### config.mk
export PLATFORM = sky130hd
export DESIGN_NAME = fir_ctrl
export DESIGN_NICKNAME = d
export VERILOG_FILES = /design/src/rtl/fir_ctrl.sv
export SDC_FILE = /design/constraint.sdc
export NUM_CORES = 1
export LEC_CHECK = 0
export ABC_AREA = 0
export CAP_MARGIN = 20
export CELL_PAD_IN_SITES_DETAIL_PLACEMENT = 0
export CELL_PAD_IN_SITES_GLOBAL_PLACEMENT = 1
export CORE_MARGIN = 2
export CORE_UTILIZATION = 46
export CTS_CLUSTER_SIZE = 12
export DETAILED_ROUTE_END_ITERATION = 10
export DONT_BUFFER_PORTS = 1
export PLACE_DENSITY = 0.9
export SYNTH_ARGS = -nofsm -noshare
export SYNTH_HDL_FRONTEND = slang
export SYNTH_SLANG_ARGS = --single-unit
### constraint.sdc
create_clock -name axis_clk -period 2.13 [get_ports axis_clk]
set_input_delay 0.3195 -clock axis_clk [delete_from_list [all_inputs] [get_ports axis_clk]]
set_output_delay 0.3195 -clock axis_clk [all_outputs]
set_load 0.01 [all_outputs]
### src/rtl/fir_ctrl.sv
// fir_ctrl: AXI-Lite register/tap front-end and run control for the FIR engine.
// Holds ap_ctrl, data_length and tap_num, and arbitrates the tap BRAM port.
module fir_ctrl #(
  parameter int pADDR_WIDTH = 12,
  parameter int pDATA_WIDTH = 32
) (
  input  logic                   axis_clk,
  input  logic                   axis_rst_n,
  input  logic                   awvalid,
  output logic                   awready,
  input  logic [pADDR_WIDTH-1:0] awaddr,
  input  logic                   wvalid,
  output logic                   wready,
  input  logic [pDATA_WIDTH-1:0] wdata,
  input  logic                   arvalid,
  output logic                   arready,
  input  logic [pADDR_WIDTH-1:0] araddr,
  output logic                   rvalid,
  input  logic                   rready,
  output logic [pDATA_WIDTH-1:0] rdata,
  output logic                   eng_start,
  input  logic                   eng_done,
  input  logic [pADDR_WIDTH-1:0] eng_tap_A,
  output logic [31:0]            data_length,
  output logic [5:0]             tap_num,
  output logic [3:0]             tap_WE,
  output logic                   tap_EN,
  output logic [pDATA_WIDTH-1:0] tap_Di,
  output logic [pADDR_WIDTH-1:0] tap_A,
  input  logic [pDATA_WIDTH-1:0] tap_Do
);

  localparam logic [pADDR_WIDTH-1:0] A_CTRL = '0;
  localparam logic [pADDR_WIDTH-1:0] A_LEN  = pADDR_WIDTH'(16'h10);
  localparam logic [pADDR_WIDTH-1:0] A_TAPN = pADDR_WIDTH'(16'h14);
  localparam int                     ZPAD   = pADDR_WIDTH - 7;

  typedef enum logic [1:0] {IDLE, RUN, DONE} state_e;

  state_e state_q, state_d;

  logic                   awready_q, arready_q, eng_start_q;
  logic                   rvalid_q, rd_busy_q, rd_p1_q;
  logic                   rd_tap_q, rd_cap_q, rd_ctrl_q;
  logic [6:0]             rd_a_q;
  logic [pDATA_WIDTH-1:0] rdata_q;
  logic [31:0]            data_length_q;
  logic [5:0]             tap_num_q;

  logic                   aw_tap, ar_tap, wr_acc, ar_acc;
  logic                   aw_set, ar_set, go, cfg_wr;
  logic [5:0]             tap_num_w;
  logic [pDATA_WIDTH-1:0] rd_val;

  function automatic logic is_tap(input logic [pADDR_WIDTH-1:0] a);
    return (a[pADDR_WIDTH-1:8] == '0) && a[7];
  endfunction

  assign aw_tap = is_tap(awaddr);
  assign ar_tap = is_tap(araddr);
  assign wr_acc = awready_q & awvalid & wvalid;
  assign ar_acc = arready_q & arvalid;
  // a tap write may not land in the address cycle of an accepted tap read
  assign aw_set = awvalid & wvalid & ~awready_q
                & ~(arready_q & ar_tap & aw_tap);
  // on a same-cycle tap write/read, the write goes first
  assign ar_set = arvalid & ~arready_q & ~rd_busy_q
                & ~(aw_set & aw_tap & ar_tap);
  assign go     = wr_acc & (awaddr == A_CTRL) & wdata[0]
                & (state_q == IDLE);
  assign cfg_wr = wr_acc & (state_q == IDLE);

  // tap_num clamp: 0 -> 1, above 32 -> 32
  always_comb begin
    tap_num_w = wdata[5:0];
    if (wdata == '0) tap_num_w = 6'd1;
    else if (wdata > pDATA_WIDTH'(32)) tap_num_w = 6'd32;
  end

  // read data mux, sampled at read acceptance
  always_comb begin
    rd_val = '0;
    unique case (1'b1)
      araddr == A_CTRL: rd_val = {{(pDATA_WIDTH-3){1'b0}},
                                  state_q == IDLE,
                                  state_q == DONE,
                                  eng_start_q};
      araddr == A_LEN:  rd_val = pDATA_WIDTH'(data_length_q);
      araddr == A_TAPN: rd_val = pDATA_WIDTH'(tap_num_q);
      ar_tap:           rd_val = (state_q == RUN) ? '1 : '0;
      default:          rd_val = '0;
    endcase
  end

  // main FSM next state
  always_comb begin
    state_d = state_q;
    unique case (state_q)
      IDLE:    if (go) state_d = RUN;
      RUN:     if (eng_done) state_d = DONE;
      DONE:    if (rvalid_q & rready & rd_ctrl_q) state_d = IDLE;
      default: state_d = IDLE;
    endcase
  end

  // state, handshake pulses and config registers
  always_ff @(posedge axis_clk or negedge axis_rst_n) begin
    if (!axis_rst_n) begin
      state_q       <= IDLE;
      awready_q     <= 1'b0;
      arready_q     <= 1'b0;
      eng_start_q   <= 1'b0;
      data_length_q <= '0;
      tap_num_q     <= 6'd1;
    end else begin
      state_q     <= state_d;
      awready_q   <= aw_set;
      arready_q   <= ar_set;
      eng_start_q <= go;
      if (cfg_wr && awaddr == A_LEN) data_length_q <= 32'(wdata);
      if (cfg_wr && awaddr == A_TAPN) tap_num_q <= tap_num_w;
    end
  end

  // read pipeline: accept, address BRAM, present data, hold for rready
  always_ff @(posedge axis_clk or negedge axis_rst_n) begin
    if (!axis_rst_n) begin
      rd_busy_q <= 1'b0;
      rd_p1_q   <= 1'b0;
      rd_tap_q  <= 1'b0;
      rd_cap_q  <= 1'b0;
      rd_ctrl_q <= 1'b0;
      rvalid_q  <= 1'b0;
      rd_a_q    <= '0;
      rdata_q   <= '0;
    end else begin
      rd_p1_q  <= ar_acc;
      rd_cap_q <= rd_p1_q & rd_tap_q;
      if (ar_acc) begin
        rd_busy_q <= 1'b1;
        rd_tap_q  <= ar_tap & (state_q != RUN);
        rd_ctrl_q <= araddr == A_CTRL;
        rd_a_q    <= araddr[6:0];
        rdata_q   <= rd_val;
      end
      if (rd_p1_q) rvalid_q <= 1'b1;
      if (rd_cap_q) rdata_q <= tap_Do;
      if (rvalid_q && rready) begin
        rvalid_q  <= 1'b0;
        rd_busy_q <= 1'b0;
      end
    end
  end

  // tap BRAM port: engine owns it in RUN, else AXI write, else AXI read
  always_comb begin
    tap_A  = '0;
    tap_WE = 4'h0;
    tap_Di = '0;
    if (state_q == RUN) begin
      tap_A = eng_tap_A;
    end else if (wr_acc && aw_tap) begin
      tap_A  = {{ZPAD{1'b0}}, awaddr[6:0]};
      tap_WE = 4'hF;
      tap_Di = wdata;
    end else if (rd_p1_q && rd_tap_q) begin
      tap_A = {{ZPAD{1'b0}}, rd_a_q};
    end
  end

  assign tap_EN      = 1'b1;
  assign awready     = awready_q;
  assign wready      = awready_q;
  assign arready     = arready_q;
  assign rvalid      = rvalid_q;
  assign rdata       = rd_cap_q ? tap_Do : rdata_q;
  assign eng_start   = eng_start_q;
  assign data_length = data_length_q;
  assign tap_num     = tap_num_q;

endmodule

# Word level (Yosys, flattened, before mapping)
# Index checks and enable logic that the tools add are counted.
[classes]
n_bitwise = 26
n_eq_ne = 10
magnitude_cmp = 1
reduce_logical = 17
mux = 22
[ops]
columns = ["op", "n"]
rows = [
  ["32-bit 2-to-1 mux", 6],
  ["32-bit case mux with 4 select lines", 1],
  ["12-bit by 5-bit == test with 1-bit output (second input constant)", 4],
  ["32-bit by 6-bit greater-than comparator with 1-bit output (second input constant)", 1],
  ["32-bit logical NOT", 1],
  ["12-bit logical NOT", 2],
  ["1-bit AND", 21],
  ["7-bit 2-to-1 mux", 2],
  ["12-bit 2-to-1 mux", 1],
  ["6-bit 2-to-1 mux", 2],
  ["4-bit logical NOT", 2],
  ["4-bit 2-to-1 mux", 2],
  ["1-bit logical AND", 7],
  ["2-bit 2-to-1 mux", 3],
  ["2-bit case mux with 3 select lines", 1],
  ["2-bit nonzero test", 3],
  ["1-bit NOT", 5],
  ["1-bit 2-to-1 mux", 4],
  ["2-bit by 1-bit inequality test with 1-bit output (second input constant)", 2],
  ["2-bit inequality test (second input constant)", 2],
  ["3-bit AND reduction", 1],
  ["2-bit by 1-bit == test with 1-bit output (second input constant)", 1],
  ["2-bit == test (second input constant)", 1],
  ["2-bit logical NOT", 1],
]
[totals]
input_bits = 107
reg_bits = 88
out_inout_bits = 124
elab_cells = 90

# Depth between registers and ports, before layout
# Gate-level depths: netlist of run 1.
[logic_depth]
ltp_word = 10
mapped_depth = 7
ltp_nobuf = 4

# Worst setup path after synthesis of run 1
# Ideal clock, no wire load.
[synth_path]
path_type = "reg2out"
from = "register awready_q, in the netlist awready"
to = "output tap_Di[22]"
slack_ps = 94
n_path_buf = 2
path_stages_with_launch = 7
t_arrival_ps = 1716
path_cell_list = "dfrtp_1 and3_1 clkbuf_1 nand3_1 nor2_1 clkbuf_1 and2_1"
[synth_between]
elab_chain_cells = 5
[synth_rtl]
columns = ["item", "line", "rtl"]
rows = [
  ["start, declared", "42", "logic awready_q, arready_q, eng_start_q;"],
  ["start signal, assigned", "117", "awready_q <= aw_set;"],
  ["1-bit AND (2 in series)", "61", "assign wr_acc = awready_q & awvalid & wvalid;"],
  ["1-bit logical AND", "162", "end else if (wr_acc && aw_tap) begin"],
  ["32-bit 2-to-1 mux", "162", ""],
  ["32-bit 2-to-1 mux", "160", "if (state_q == RUN) begin"],
  ["end, declared", "28", "output logic [pDATA_WIDTH-1:0] tap_Di,"],
]
# No other way between the ends.

# Worst setup path in the final report of run 1
[layout_path]
from = "register awready_q, in the netlist awready"
to = "output tap_A[6]"
[layout_between]
elab_chain_cells = 5
[layout_rtl]
columns = ["item", "line", "rtl"]
rows = [
  ["1-bit AND (2 in series)", "61", ""],
  ["1-bit logical AND", "162", ""],
  ["7-bit 2-to-1 mux", "162", ""],
  ["12-bit 2-to-1 mux", "160", ""],
  ["end, declared", "29", "output logic [pADDR_WIDTH-1:0] tap_A,"],
]
# No other way between the ends.

==> results.json, run 1 <==
{
  "endpoint_kind": "output port",
  "period_share_pct": 97.6,
  "cp_data_arrival_time_ps": 1760,
  "initial_core_util_pct": 47.4,
  "reg2reg_depth": 5,
  "cts_tree": "yes",
  "ant_nets": 0,
  "synthesis.area_um2": 4890,
  "synth_cell_types": 47,
  "grtUsageTotal_pct": 24.0,
  "grt-ovfl-total": 0,
  "synthAdderAreaFrac_pct": 0,
  "cts-root-buf": "clkbuf_8",
  "timing.rr.start": "state_q[0]",
  "clkLatencyLatePin_ps": 380,
  "muxShareOfSynthArea_pct": 10.6,
  "start_kind": "register",
  "ios": 231,
  "avgSynthCellArea_um2": 9.52,
  "place.gp.congestion": 0.869,
  "place_area_um2": 5080,
  "leakagePower_nw": 2.20,
  "fillers": 951,
  "skew_ps": 13.8,
  "synth-edff-count": 0,
  "post-route-min-period_ps": 2080,
  "cp_slowest_cell": "dfrtp_1",
  "max_stage_delay_ps": 390,
  "grt_pass1_wl_mm": 21.2,
  "numCtsBuffers": 9,
  "dieArea_um2": 11500,
  "hold_viol_final": 88,
  "syn_nets": 621,
  "h-tree-depth": 3,
  "r2r_setup_slack_ps": 350,
  "max_freq_mhz": 481,
  "yosysWarnings": 0,
  "violations": "negative hold slack",
  "grt_pass1_vias": 3934,
  "required_ps": 1810,
  "finish.net_count": 624,
  "synthCells": 514,
  "dr.pass1.iters": 4,
  "synth-simple-area-share_pct": 19.2,
  "seq_area_frac_synth_pct": 45.0,
  "rows": 37,
  "tightest_slew_ps": 641,
  "synth_flop_cell": "dfrtp_1",
  "clockBufferDepth": 2,
  "wl_mm": 14.0,
  "setup_violations": 0,
  "via_per_inst": 6.04,
  "hold_ws_ps": -368,
  "die_y_um": 107,
  "vdd_drop_max_v": 0.000338,
  "p_total_mw": 3.64,
  "drc": 0,
  "grt_antenna_before_repair": 0,
  "path_class": "reg2out",
  "hold_buffers": 1,
  "clock-sinks": 88,
  "synth_top_family_by_area": "simple AND/OR/NAND/NOR gates",
  "slew_headroom_pct": 56.8,
  "cap_viol_max_count": 0,
  "crit_chain": "and3_2 -> nand3_2 -> buf_4 -> nand3_1 -> a31oi_4",
  "p_per_area_nw_per_um2": 678,
  "ys_ff_latch": 88,
  "final_layout_size_suffix_gt1_share_pct": 20.9,
  "synth_compound_area_share_pct": 17.2,
  "fin_area_um2": 5370,
  "place_hpwl_mm": 10.1,
  "slew_violations": 0,
  "vias": 3974,
  "avgRoutedWirePerCell_um": 21.2,
  "timing.rr.end": "data_length[20]",
  "ys_async_sr_fraction_pct": 100,
  "grt_max_degree": 89,
  "portBuffers": 0,
  "area_growth_pct": 9.87,
  "hp-class": "in2async",
  "die_w_um": 107,
  "antennaDiodeCount": 0,
  "status": "finished, violations left",
  "clk_pin_slew_ps": 90,
  "synth_xor_area_share_pct": 0,
  "coreArea_um2": 10300,
  "first_iter_violations": 325,
  "cts_setup_buffers": 0,
  "critPathMaxFanout": 11
}
cells in the mapped netlist (6+ instances only):
cell,instances,area (um^2)
nand4_1,13,81.3
a21oi_1,28,140
nor2_1,16,60.1
nand3_1,11,55.1
buf_4,6,45.0
mux2_4,10,150
clkbuf_1,20,75.1
nor3_1,8,40.0
buf_6,7,78.8
inv_1,41,154
and2_1,35,219
a31oi_1,9,56.3
mux2_2,30,338
dfrtp_1,87,2180
nor4_1,8,50.1
o21ai_0,38,190
o2bb2ai_1,27,236
nand2_1,68,255
cells in the final DEF, fill, tap and decap left out, types with 2 or more instances in the layout:
master,count
nand2_1,68
nor4_1,8
a21oi_1,28
o2bb2ai_1,27
nor2_1,15
o31ai_1,5
o21ai_0,38
buf_6,2
dfrtp_1,86
a221oi_1,3
nand2b_1,3
mux2_2,30
a31oi_1,4
o2bb2ai_2,5
mux2_4,10
nor3_1,7
nand4_1,13
inv_1,41
and4_1,3
a31oi_2,4
bufinv_16,2
and2_1,35
nand3_1,10
clkinvlp_4,2
o221a_2,2
clkbuf_8,10
mux2i_1,3
buf_4,28
nor2b_1,2
metal layers:
layer / vias to the layer above / GRT usage [%] / routed length, um
li1: 1805 / - / -
met1: 1903 / 29.9 / 5640
met2: 245 / 38.8 / 6630
met3: 21 / 6.81 / 1370
met4: 0 / 10.2 / 322
met5: - / 0 / 0
area by class of cell:
| class | count | area (um^2) | area share, % |
|---|---|---|---|
| well taps | 136 | 170 | 3.17 |
| repair buffers | 32 | 263 | 4.89 |
| clock buffers | 11 | 141 | 2.63 |
| multi-input cells | 345 | 2360 | 43.9 |
| flip-flops and latches | 88 | 2200 | 41.0 |
| inverters | 41 | 154 | 2.86 |
| clock inverters | 5 | 80.1 | 1.49 |
per-stage QoR:
| step | utilization, % | cells | setup TNS, ps | setup WS (ps) | hold WS [ps] |
|---|---|---|---|---|---|
| 2_1_floorplan | - | 514 | 0 | 94.2 | 23.9 |
| 3_3_place_gp | 49.2 | 641 | 0 | 194 | 26.4 |
| 3_5_place_dp | 49.2 | 641 | 0 | 148 | 25.7 |
| 4_1_cts | 51.5 | 658 | 0 | 3.65 | -386 |
| 5_1_grt | 52.1 | 658 | -15.9 | -15.9 | -393 |
| 6_report | 52.1 | 658 | 0 | 50.7 | -368 |
logic make-up (layout without fill, tap and decap cells):
| kind of cell | Yosys count | in the layout |
|---|---|---|
| multiplexers | 43 | 43 |
| other | 1 | 1 |
| AND/OR/NAND/NOR | 178 | 178 |
| buffers and inverters | 81 | 89 |
| AO/OA/AOI/OAI | 123 | 123 |
| flip-flops | 88 | 88 |
how the worst max path moves through the flow:
stage                     startpoint         endpoint  slack (ps)  cells past startpoint
after global routing         awready         tap_A[6]         -20                      5
after detailed placement   awaddr[9]  data_length[20]         150                      5
after floorplan              awready       tap_Di[22]          90                      6
final                        awready         tap_A[6]          50                      5
after global placement     awaddr[9]  data_length[26]         190                      5
after CTS                    awready       tap_Di[30]           4                      5
critical path: cells and delay by family, from the launching register on:
kind | cells | cell delay (ps)
AOI/OAI and AO/OA | 1 | 250
buffers and inverters | 1 | 190
DFF | 1 | 390
and+or+nand+nor | 3 | 550
what timing repair did:
item,CTS,global route
hold endpoints to repair,89,88
resized for setup,1,10
cloned,0,0
endpoints found under the setup margin,38,37
pin swaps,0,1
registers in the layout (all words and copies together) (netlist names), 2 cells and up:
register,count
tap_num,6
rd_a_q,7
data_length,32
state_q,2
rdata_q,32
power breakdown:
group / internal (mW) / switching (mW) / total [mW] / leakage [nW]
Clock: 0.691 / 0.624 / 1.32 / 0.106
Combinational: 0.191 / 0.235 / 0.426 / 0.892
Sequential: 1.81 / 0.0863 / 1.90 / 1.20
Power figures use the tool's default switching activity.
==> run 2: changes to the inputs <==
- ABC_CLOCK_PERIOD_IN_PS: default -> 2130
==> results of run 2 <==
No change in the layout: final DEF, timing and power equal those of run 1.
